### config.mk
export PLATFORM = sky130hd
export DESIGN_NAME = fetch_ctrl
export DESIGN_NICKNAME = d
export VERILOG_FILES = /design/src/rtl/fetch_ctrl_pkg.sv /design/src/rtl/fetch_pc_reg.sv /design/src/rtl/fetch_ctrl.sv
export SDC_FILE = /design/constraint.sdc
export NUM_CORES = 1
export LEC_CHECK = 0
export CAP_MARGIN = 20
export CORE_AREA = 2 2 132 134
export CTS_BUF_LIST = sky130_fd_sc_hd__clkbuf_16
export CTS_CLUSTER_DIAMETER = 100
export DETAILED_ROUTE_END_ITERATION = 6
export DIE_AREA = 0 0 134 136
export PLACE_DENSITY = 0.8
export SYNTH_ARGS = -nofsm -noshare
export SYNTH_HDL_FRONTEND = slang
export SYNTH_SLANG_ARGS = --single-unit
### constraint.sdc
create_clock -name clk -period 11.8 [get_ports clk]
set_input_delay 2.36 -clock clk [delete_from_list [all_inputs] [get_ports clk]]
set_output_delay 2.36 -clock clk [all_outputs]
set_load 0.03 [all_outputs]
### src/rtl/fetch_ctrl_pkg.sv
// Shared types and defaults for the instruction-fetch controller.
package fetch_ctrl_pkg;

  typedef enum logic [1:0] {
    S_IDLE = 2'd0,
    S_REQ  = 2'd1,
    S_HOLD = 2'd2
  } fetchState_e;

  localparam logic [31:0] DEF_START_PC = 32'h0000_0040;
  localparam logic [31:0] DEF_PC_STEP  = 32'd4;

endpackage

### src/rtl/fetch_pc_reg.sv
// Program counter register: async reset to START_PC, loads nextPc when load is high.
module fetch_pc_reg #(
  parameter int               DBITS    = 32,
  parameter logic [DBITS-1:0] START_PC = '0
) (
  input  logic             clk,
  input  logic             reset,
  input  logic             load,
  input  logic [DBITS-1:0] nextPc,
  output logic [DBITS-1:0] pc
);

  always_ff @(posedge clk or posedge reset) begin
    if (reset)     pc <= START_PC;
    else if (load) pc <= nextPc;
  end

endmodule

### src/rtl/fetch_ctrl.sv
// Fetch sequencer: PC ownership, imem req/ack, decode valid/ready, redirect kill.
// Optional performance counters enabled by defining FETCH_PERF_CNT_EN.
module fetch_ctrl
  import fetch_ctrl_pkg::*;
#(
  parameter int               DBITS    = 32,
  parameter logic [DBITS-1:0] START_PC = DBITS'(DEF_START_PC),
  parameter logic [DBITS-1:0] PC_STEP  = DBITS'(DEF_PC_STEP)
) (
  input  logic             clk,
  input  logic             reset,
  output logic             imem_req,
  output logic [DBITS-1:0] imem_addr,
  input  logic             imem_ack,
  input  logic [DBITS-1:0] imem_rdata,
  input  logic             redirect,
  input  logic [DBITS-1:0] redirect_target,
  output logic             inst_valid,
  input  logic             inst_ready,
  output logic [DBITS-1:0] inst_out,
  output logic [DBITS-1:0] inst_pc,
`ifdef FETCH_PERF_CNT_EN
  output logic [DBITS-1:0] perf_fetch,
  output logic [DBITS-1:0] perf_stall,
  output logic [DBITS-1:0] perf_kill,
`endif
  output logic [DBITS-1:0] pc_out
);

  fetchState_e      state, stateNxt;
  logic             kill, killNxt;
  logic [DBITS-1:0] pendTarget, pendNxt;
  logic [DBITS-1:0] pcNxt;
  logic             pcLoad, capture, discard;

  fetch_pc_reg #(.DBITS(DBITS), .START_PC(START_PC)) uPcReg (
    .clk    (clk),
    .reset  (reset),
    .load   (pcLoad),
    .nextPc (pcNxt),
    .pc     (pc_out)
  );

  assign imem_req   = (state == S_REQ);
  assign imem_addr  = pc_out;
  assign inst_valid = (state == S_HOLD);

  // A response that lands while kill is set (or alongside a fresh redirect)
  // belongs to the stale path: drop it and reissue at the newest target.
  always_comb begin
    stateNxt = state;
    killNxt  = kill;
    pendNxt  = pendTarget;
    pcNxt    = pc_out;
    pcLoad   = 1'b0;
    capture  = 1'b0;
    discard  = 1'b0;
    case (state)
      S_IDLE: stateNxt = S_REQ;
      S_REQ: begin
        if (imem_ack) begin
          pcLoad = 1'b1;
          if (kill || redirect) begin
            discard = 1'b1;
            killNxt = 1'b0;
            pcNxt   = redirect ? redirect_target : pendTarget;
          end else begin
            capture  = 1'b1;
            pcNxt    = pc_out + PC_STEP;
            stateNxt = S_HOLD;
          end
        end else if (redirect) begin
          killNxt = 1'b1;
          pendNxt = redirect_target;
        end
      end
      S_HOLD: begin
        // Redirect takes priority over a same-cycle decode handshake.
        if (redirect) begin
          pcLoad   = 1'b1;
          pcNxt    = redirect_target;
          stateNxt = S_REQ;
        end else if (inst_ready) begin
          stateNxt = S_REQ;
        end
      end
      default: stateNxt = S_IDLE;
    endcase
  end

  always_ff @(posedge clk or posedge reset) begin
    if (reset) begin
      state      <= S_IDLE;
      kill       <= 1'b0;
      pendTarget <= '0;
      inst_out   <= '0;
      inst_pc    <= '0;
    end else begin
      state      <= stateNxt;
      kill       <= killNxt;
      pendTarget <= pendNxt;
      if (capture) begin
        inst_out <= imem_rdata;
        inst_pc  <= pc_out;
      end
    end
  end

`ifdef FETCH_PERF_CNT_EN
  always_ff @(posedge clk or posedge reset) begin
    if (reset) begin
      perf_fetch <= '0;
      perf_stall <= '0;
      perf_kill  <= '0;
    end else begin
      if (inst_valid && inst_ready && !redirect) perf_fetch <= perf_fetch + 1'b1;
      if (inst_valid && !inst_ready)             perf_stall <= perf_stall + 1'b1;
      if (discard)                               perf_kill  <= perf_kill + 1'b1;
    end
  end
`endif

endmodule

Word level (Yosys, flattened, before mapping)
Cells that the tools add are included.

Flip-flop bits (word level): 131. Output and inout bits: 130.

Add/subtract/negate cells: 1. Equality and inequality tests: 7. Muxes and demuxes: 19. Bitwise logic cells: 1. Reduce and logical (&&, ||, !) cells: 8.

Operator list (number): $mux 32 (4); $pmux 32 s2 (1); $add 32x3->32 const B (1); $mux 1 (8); $mux 2 (4); $pmux 2 s3 (1); $reduce_and 3->1 (2); $ne 2x1->1 const B (2); $ne 2x2->1 const B (2); $reduce_and 4->1 (1); $reduce_bool 2->1 (2); $ne 3x2->1 const B (1); $eq 2x1->1 const B (1); $eq 2x2->1 const B (1); $logic_not 2->1 (1); $pmux 1 s2 (1); $reduce_and 2->1 (1); $logic_or 1x1->1 (1); $not 1->1 (1).

Logic depth before layout (Yosys ltp)
Gate-level depths: netlist (run 1).

Depth after elaboration: 4. Mapped depth: 9. Mapped depth without buffers: 7.

By module
From an unflattened synthesis (run 1), not the netlist that was laid out.

Cells, all modules: 835. Area total of the unflattened synthesis: 7636.1 um^2.

By module, submodules not included: fetch_ctrl (times used 1, cells an instance 766, area each 6286.0 um^2); fetch_pc_reg (times used 1, cells an instance 69, area each 1350.0 um^2).

Least setup slack after synthesis (run 1)
Ideal clock, no wire load.

Path type: input port to flip-flop. Start point: input redirect. End point: register inst_out[0]. Setup time: 125 ps. Data arrival time: 3687 ps. Data required time: 11675 ps. Setup slack: 7988 ps. Cell stages on the path: 6. Path buffers: 3. Cell sequence: buf_2 -> nor2_1 -> and3_1 -> buf_2 -> buf_4 -> mux2_2.

Longest elaborated chain between the ends: 4.

Ends and longest elaborated chain: start, declared (line fetch_ctrl.sv:16) `input logic redirect,`; $logic_or 1x1->1 (line fetch_ctrl.sv:63) `if (kill || redirect) begin`; $mux 1 (line fetch_ctrl.sv:63); $mux 1 (line fetch_ctrl.sv:61) `if (imem_ack) begin`; $mux 1 (line fetch_ctrl.sv:58) `case (state)`; end signal, assigned (line fetch_ctrl.sv:103) `inst_out <= imem_rdata;`; end, declared (line fetch_ctrl.sv:20) `output logic [DBITS-1:0] inst_out,`.

Every way passes these cells. A chain may end at the register's enable or synchronous reset.

Worst setup path in the final report (run 1)
Start point: input redirect. End point: register inst_out[5].

The elaborated chain is that of the path after synthesis.

==> results of run 1 <==
==> per-stage QoR <==
stage / utilization / setup slack (ns)
detailed placement: 0.495 / 6.61
CTS: 0.530 / 7.04
global placement: 0.495 / 6.68
global route: 0.530 / 6.87
finish: 0.530 / 7.02
floorplan: - / 5.94
==> final cells by class <==
class,count,area (sq um)
Clock inverter,15,174
Clock buffer,17,425
Inverter,13,53.8
Multi-Input combinational cell,363,2700
Timing Repair Buffer,205,2030
Fill cell,1452,7930
Tap cell,225,282
Sequential cell,131,3280
==> flip-flops by register name, summed over array words and instances (netlist names) <==
signal	flops
kill	1
pendTarget	32
inst_pc	32
uPcReg.pc	32
state	2
inst_out	32
==> cells in the mapped netlist (4+ instances only) <==
cell type    n
o22a_1       8
buf_2       11
a31oi_1     11
nand4_1      5
nand3b_1    14
nand3_1     16
clkbuf_1    16
dfrtp_1    130
a211oi_1     5
and3_1       9
nor3_1       8
nor4_1       5
buf_4       40
inv_1       13
ha_1         4
o21a_1       4
nand2_1     28
a21oi_1     37
mux2_2      96
o21ai_0     36
nor2_1      26
==> power breakdown <==
group / internal (mW) / leakage [nW] / switching, mW
clock: 0.348 / 0.301 / 0.191
combinational: 0.674 / 1.75 / 0.850
sequential: 0.680 / 1.54 / 0.195
==> layer usage <==
metal | GRT usage | vias up | wire [um]
met3 | 0.0492 | 22 | 994
met5 | 0 | - | 0
met1 | 0.235 | 2562 | 7330
li1 | - | 2381 | -
met4 | 0.0691 | 0 | 357
met2 | 0.295 | 187 | 7840
==> cell families after synthesis <==
group	synth area share
AND/OR/NAND/NOR	0.112
buffers and inverters	0.0748
XOR/XNOR	0.00136
multiplexers	0.172
adder cells (fa/ha/maj)	0.00775
AO/OA/AOI/OAI	0.124
flip-flops	0.508
==> worst paths after layout <==
| kind | from | end | slack [ns] | cells past startpoint |
|---|---|---|---|---|
| min in group asynchronous | reset | inst_out[26] | 2.44 | 2 |
| worst min-delay path | pendTarget[9] | pendTarget[9] | 0.49 | 1 |
| worst max-delay path | redirect | inst_out[5] | 7.02 | 5 |
| worst max register to register | kill | inst_out[5] | 8.91 | 5 |
| worst min register to register | pendTarget[9] | pendTarget[9] | 0.49 | 1 |
| max in group asynchronous | reset | pendTarget[28] | 8.13 | 3 |
==> results.py, run 1 <==
metrics = {
    "global_route": {
        "grt_util_all_layers": 0.183,
        "grt_first_pass_wirelength_um": 26000,
        "grt_max_degree": 72,
        "grt_overflow": 0,
        "grt_pass1_vias": 5014,
        "antenna_found_initial": 0,
    },
    "power": {
        "p_total_mw": 2.94,
        "vdd_ir_drop_max_mv": 0.178,
        "powerDensity_nw_per_um2": 328,
        "power.leakage_nw": 3.59,
    },
    "synthesis": {
        "synth_top_area_frac": 0.504,
        "synth_top_area_cell": "dfrtp_1",
        "synth-seq-area-share": 0.508,
        "postSynthAreaPerCell_sq_um": 11.2,
        "async_reset_ff_frac": 1.00,
        "synth-main-ff-cell": "dfrtp_1",
        "syn_nets": 650,
        "synth_area_leaders": "dfrtp_1 (50%), mux2_2 (17%), buf_4 (4.7%), a21oi_1 (2.9%), o21ai_0 (2.8%)",
        "syn_inst": 577,
        "yosys_warnings": 0,
        "syn_area_sq_um": 6450,
        "synth.ff_latch_count": 131,
        "yosysUniqueCellTypes": 59,
        "synth_edf_count": 0,
    },
    "cts": {
        "numCtsBuffers": 17,
        "cts_max_level": 4,
        "cts_setup_buffers": 0,
        "cts_tree": "done",
        "postCtsHoldBufs": 0,
        "cts_buffer_depth": 2,
        "cts_sinks": 131,
        "path_clk_slew_ns": 0.05,
        "clk_latency_ns": 0.41,
        "cts_resized": 0,
        "root_buffer": "clkbuf_16",
    },
    "sta": {
        "timing.fmax_mhz": 209,
        "finalSetupViolCount": 0,
        "rsz0062_at_grt": "false",
        "worstMarginPinSlew_ns": 0.919,
        "tns_ns": 0,
        "fin_crit_sh": 0.405,
        "slew_headroom": 0.383,
        "period_minus_slack_ns": 4.78,
        "whs_ns": 0.494,
        "maxSlewViolCount": 0,
        "finClkSkew_ns": 0.00734,
        "finalHoldViolCount": 0,
    },
    "floorplan": {
        "die_width_um": 134,
        "fp.coreArea_sq_um": 16900,
        "num_rows": 48,
        "die_area_sq_um": 18200,
        "ios": 199,
        "start_util": 0.382,
        "die_h_um": 136,
    },
    "final_layout": {
        "design_area_sq_um": 8950,
        "area_growth_pct": 38.7,
        "diodes": 0,
        "drive_gt1_frac": 0.192,
        "final_cells": 969,
        "final_cell_mix": "clkdlybuf4s50_1 (198), dfrtp_1 (130), mux2_2 (96)",
        "mostFrequentLayoutCell": "clkdlybuf4s50_1",
        "nets": 804,
    },
    "worst_setup_path": {
        "worstPathArrival_ns": 5.07,
        "required_ns": 12.09,
        "cp-end-kind": "flop",
        "critPathKind": "input pin to flop",
        "cp_slowest_cell": "and3_2",
        "slowest_delay_ns": 0.68,
        "cp_num_buf_inv": 2,
        "startpoint_type": "input pin",
        "cp_max_fo": 40,
        "cp_top_family": "simple AND/OR/NAND/NOR gates",
        "crit_chain": "clkdlybuf4s50_1 -> nor2_1 -> and3_2 -> buf_4 -> mux2_2",
    },
    "detailed_routing": {
        "drc": 0,
        "drt_iter0_drc": 376,
        "viasPerCell": 5.32,
        "wl_um": 16500,
        "vias": 5152,
        "routedWlPerCell_um": 17.0,
        "ant_nets": 0,
        "drt-pass1-iter-count": 4,
    },
    "hold_path": {
        "worstHoldPathType": "flop to flop",
    },
    "placement": {
        "gp_congestion": 0.843,
        "dpl.hpwl_um": 11200,
        "dp.cells": 937,
        "place_area_sq_um": 8350,
        "io_buffers": 198,
    },
    "job": {
        "cap_violations": 0,
    },
    "outcome": {
        "status": "finished clean",
    },
}
Note: power is estimated with default switching activity, not from simulation.
==> run 2: changes to the inputs <==
- PLACE_DENSITY: 0.8 -> 0.83
- clock period: 11.8 -> 3.9 ns (I/O delays scaled with it)
==> run 2 against run 1 <==
Net effect:
- critical path type is now flop to primary output
- sequential power grew to 3.0 times the previous value
- total power grew to 3.0 times the previous value
- highest routed layer unchanged
- non-clock buffer count grew 6
- hold slack is essentially flat
- first-iteration DRC count shrank 8.0%
- global-route usage is essentially flat
==> results.py, run 2 (same netlist as run 1, synthesis figures left out) <==
metrics = {
    "hold_path": {
        "worstHoldPathType": "flop to flop",
    },
    "sta": {
        "timing.fmax_mhz": 346,
        "finClkSkew_ns": 0.00536,
        "fin_crit_sh": 0.742,
        "tns_ns": 0,
        "rsz0062_at_grt": "false",
        "maxSlewViolCount": 0,
        "finalSetupViolCount": 0,
        "worstMarginPinSlew_ns": 0.860,
        "slew_headroom": 0.425,
        "finalHoldViolCount": 0,
        "period_minus_slack_ns": 2.89,
    },
    "cts": {
        "postCtsHoldBufs": 0,
        "root_buffer": "clkbuf_16",
        "cts_buffer_depth": 2,
        "cts_resized": 0,
        "cts_sinks": 131,
        "numCtsBuffers": 17,
        "clk_latency_ns": 0.41,
        "cts_setup_buffers": 0,
        "path_clk_slew_ns": 0.06,
        "cts_max_level": 4,
        "cts_tree": "done",
    },
    "floorplan": {
        "start_util": 0.382,
        "fp.coreArea_sq_um": 16900,
        "die_h_um": 136,
        "die_width_um": 134,
        "die_area_sq_um": 18200,
        "num_rows": 48,
        "ios": 199,
    },
    "final_layout": {
        "mostFrequentLayoutCell": "clkdlybuf4s50_1",
        "regArea_sq_um": 3280,
        "diodes": 0,
        "nets": 810,
        "final_cells": 975,
        "final_util": 0.535,
        "multi_input_area_sq_um": 2700,
        "nFillCells": 1455,
        "area_growth_pct": 40.0,
        "final_cell_mix": "clkdlybuf4s50_1 (198), dfrtp_1 (130), mux2_2 (96)",
        "drive_gt1_frac": 0.204,
    },
    "global_route": {
        "grt_pass1_vias": 5115,
        "grt_max_degree": 81,
        "grt_overflow": 0,
        "grt_first_pass_wirelength_um": 26200,
        "antenna_found_initial": 0,
        "grt_util_all_layers": 0.183,
    },
    "power": {
        "powerDensity_nw_per_um2": 991,
        "power.leakage_nw": 3.62,
        "p_total_mw": 8.95,
        "vdd_ir_drop_max_mv": 0.506,
    },
    "detailed_routing": {
        "drt_iter0_drc": 346,
        "wl_um": 16400,
        "ant_nets": 0,
        "vias": 5164,
        "routedWlPerCell_um": 16.8,
        "drc": 0,
        "drt-pass1-iter-count": 5,
        "viasPerCell": 5.30,
    },
    "worst_setup_path": {
        "startpoint_type": "flop",
        "cp_max_fo": 12,
        "cp_top_family": "buffers and inverters",
        "slowest_delay_ns": 0.77,
        "critPathKind": "flop to primary output",
        "required_ns": 3.12,
        "crit_chain": "inv_1 -> ha_1 -> clkdlybuf4s50_1",
        "cp-end-kind": "primary output",
        "cp_slowest_cell": "clkdlybuf4s50_1",
        "worstPathArrival_ns": 2.11,
        "cp_num_buf_inv": 2,
    },
    "placement": {
        "dp.cells": 943,
        "gp_congestion": 0.827,
        "io_buffers": 198,
        "dpl.hpwl_um": 11600,
    },
    "job": {
        "cap_violations": 0,
    },
    "outcome": {
        "status": "finished clean",
    },
}
-- run 2: area by class of cell --
| cell class | instances | share of cell area |
|---|---|---|
| clock buffers | 17 | 0.0471 |
| clock inverters | 15 | 0.0209 |
| inverters | 13 | 0.00582 |
| multi-input cells | 363 | 0.299 |
| flip-flops and latches | 131 | 0.363 |
| well taps | 225 | 0.0312 |
| repair buffers | 211 | 0.233 |
-- run 2: path summary, 6_finish.rpt --
check | start | to | slack, ns | depth (start not counted)
setup / recovery | state[0] | inst_valid | 1.01 | 3
hold / removal | pendTarget[9] | pendTarget[9] | 0.49 | 1
setup reg to reg | state[1] | pendTarget[21] | 1.43 | 5
hold reg to reg | pendTarget[9] | pendTarget[9] | 0.49 | 1
max in group asynchronous | reset | uPcReg.pc[6] | 2.27 | 3
min in group asynchronous | reset | inst_out[4] | 0.80 | 2
-- run 2: stage by stage --
stage | hold slack (ns) | instance area, sq um | worst slack (ns)
6_report | 0.493 | 9030 | 1.01
2_1_floorplan | 0.470 | 6460 | 1.50
5_1_grt | 0.511 | 9030 | 0.896
4_1_cts | 0.497 | 9030 | 0.975
3_3_place_gp | 0.478 | 8420 | 0.968
3_5_place_dp | 0.484 | 8420 | 0.914
-- run 2: power by group --
| part | internal [mW] | switching (mW) | leakage [nW] |
|---|---|---|---|
| sequential | 2.06 | 0.600 | 1.54 |
| clock | 1.06 | 0.594 | 0.300 |
| combinational | 2.07 | 2.57 | 1.78 |
-- run 2: per-layer routing --
| layer | vias up | wire length (um) | global-route usage |
|---|---|---|---|
| met3 | 21 | 1220 | 0.0522 |
| met4 | 0 | 276 | 0.0603 |
| met5 | - | 0 | 0 |
| li1 | 2393 | - | - |
| met1 | 2546 | 6930 | 0.233 |
| met2 | 204 | 7990 | 0.299 |
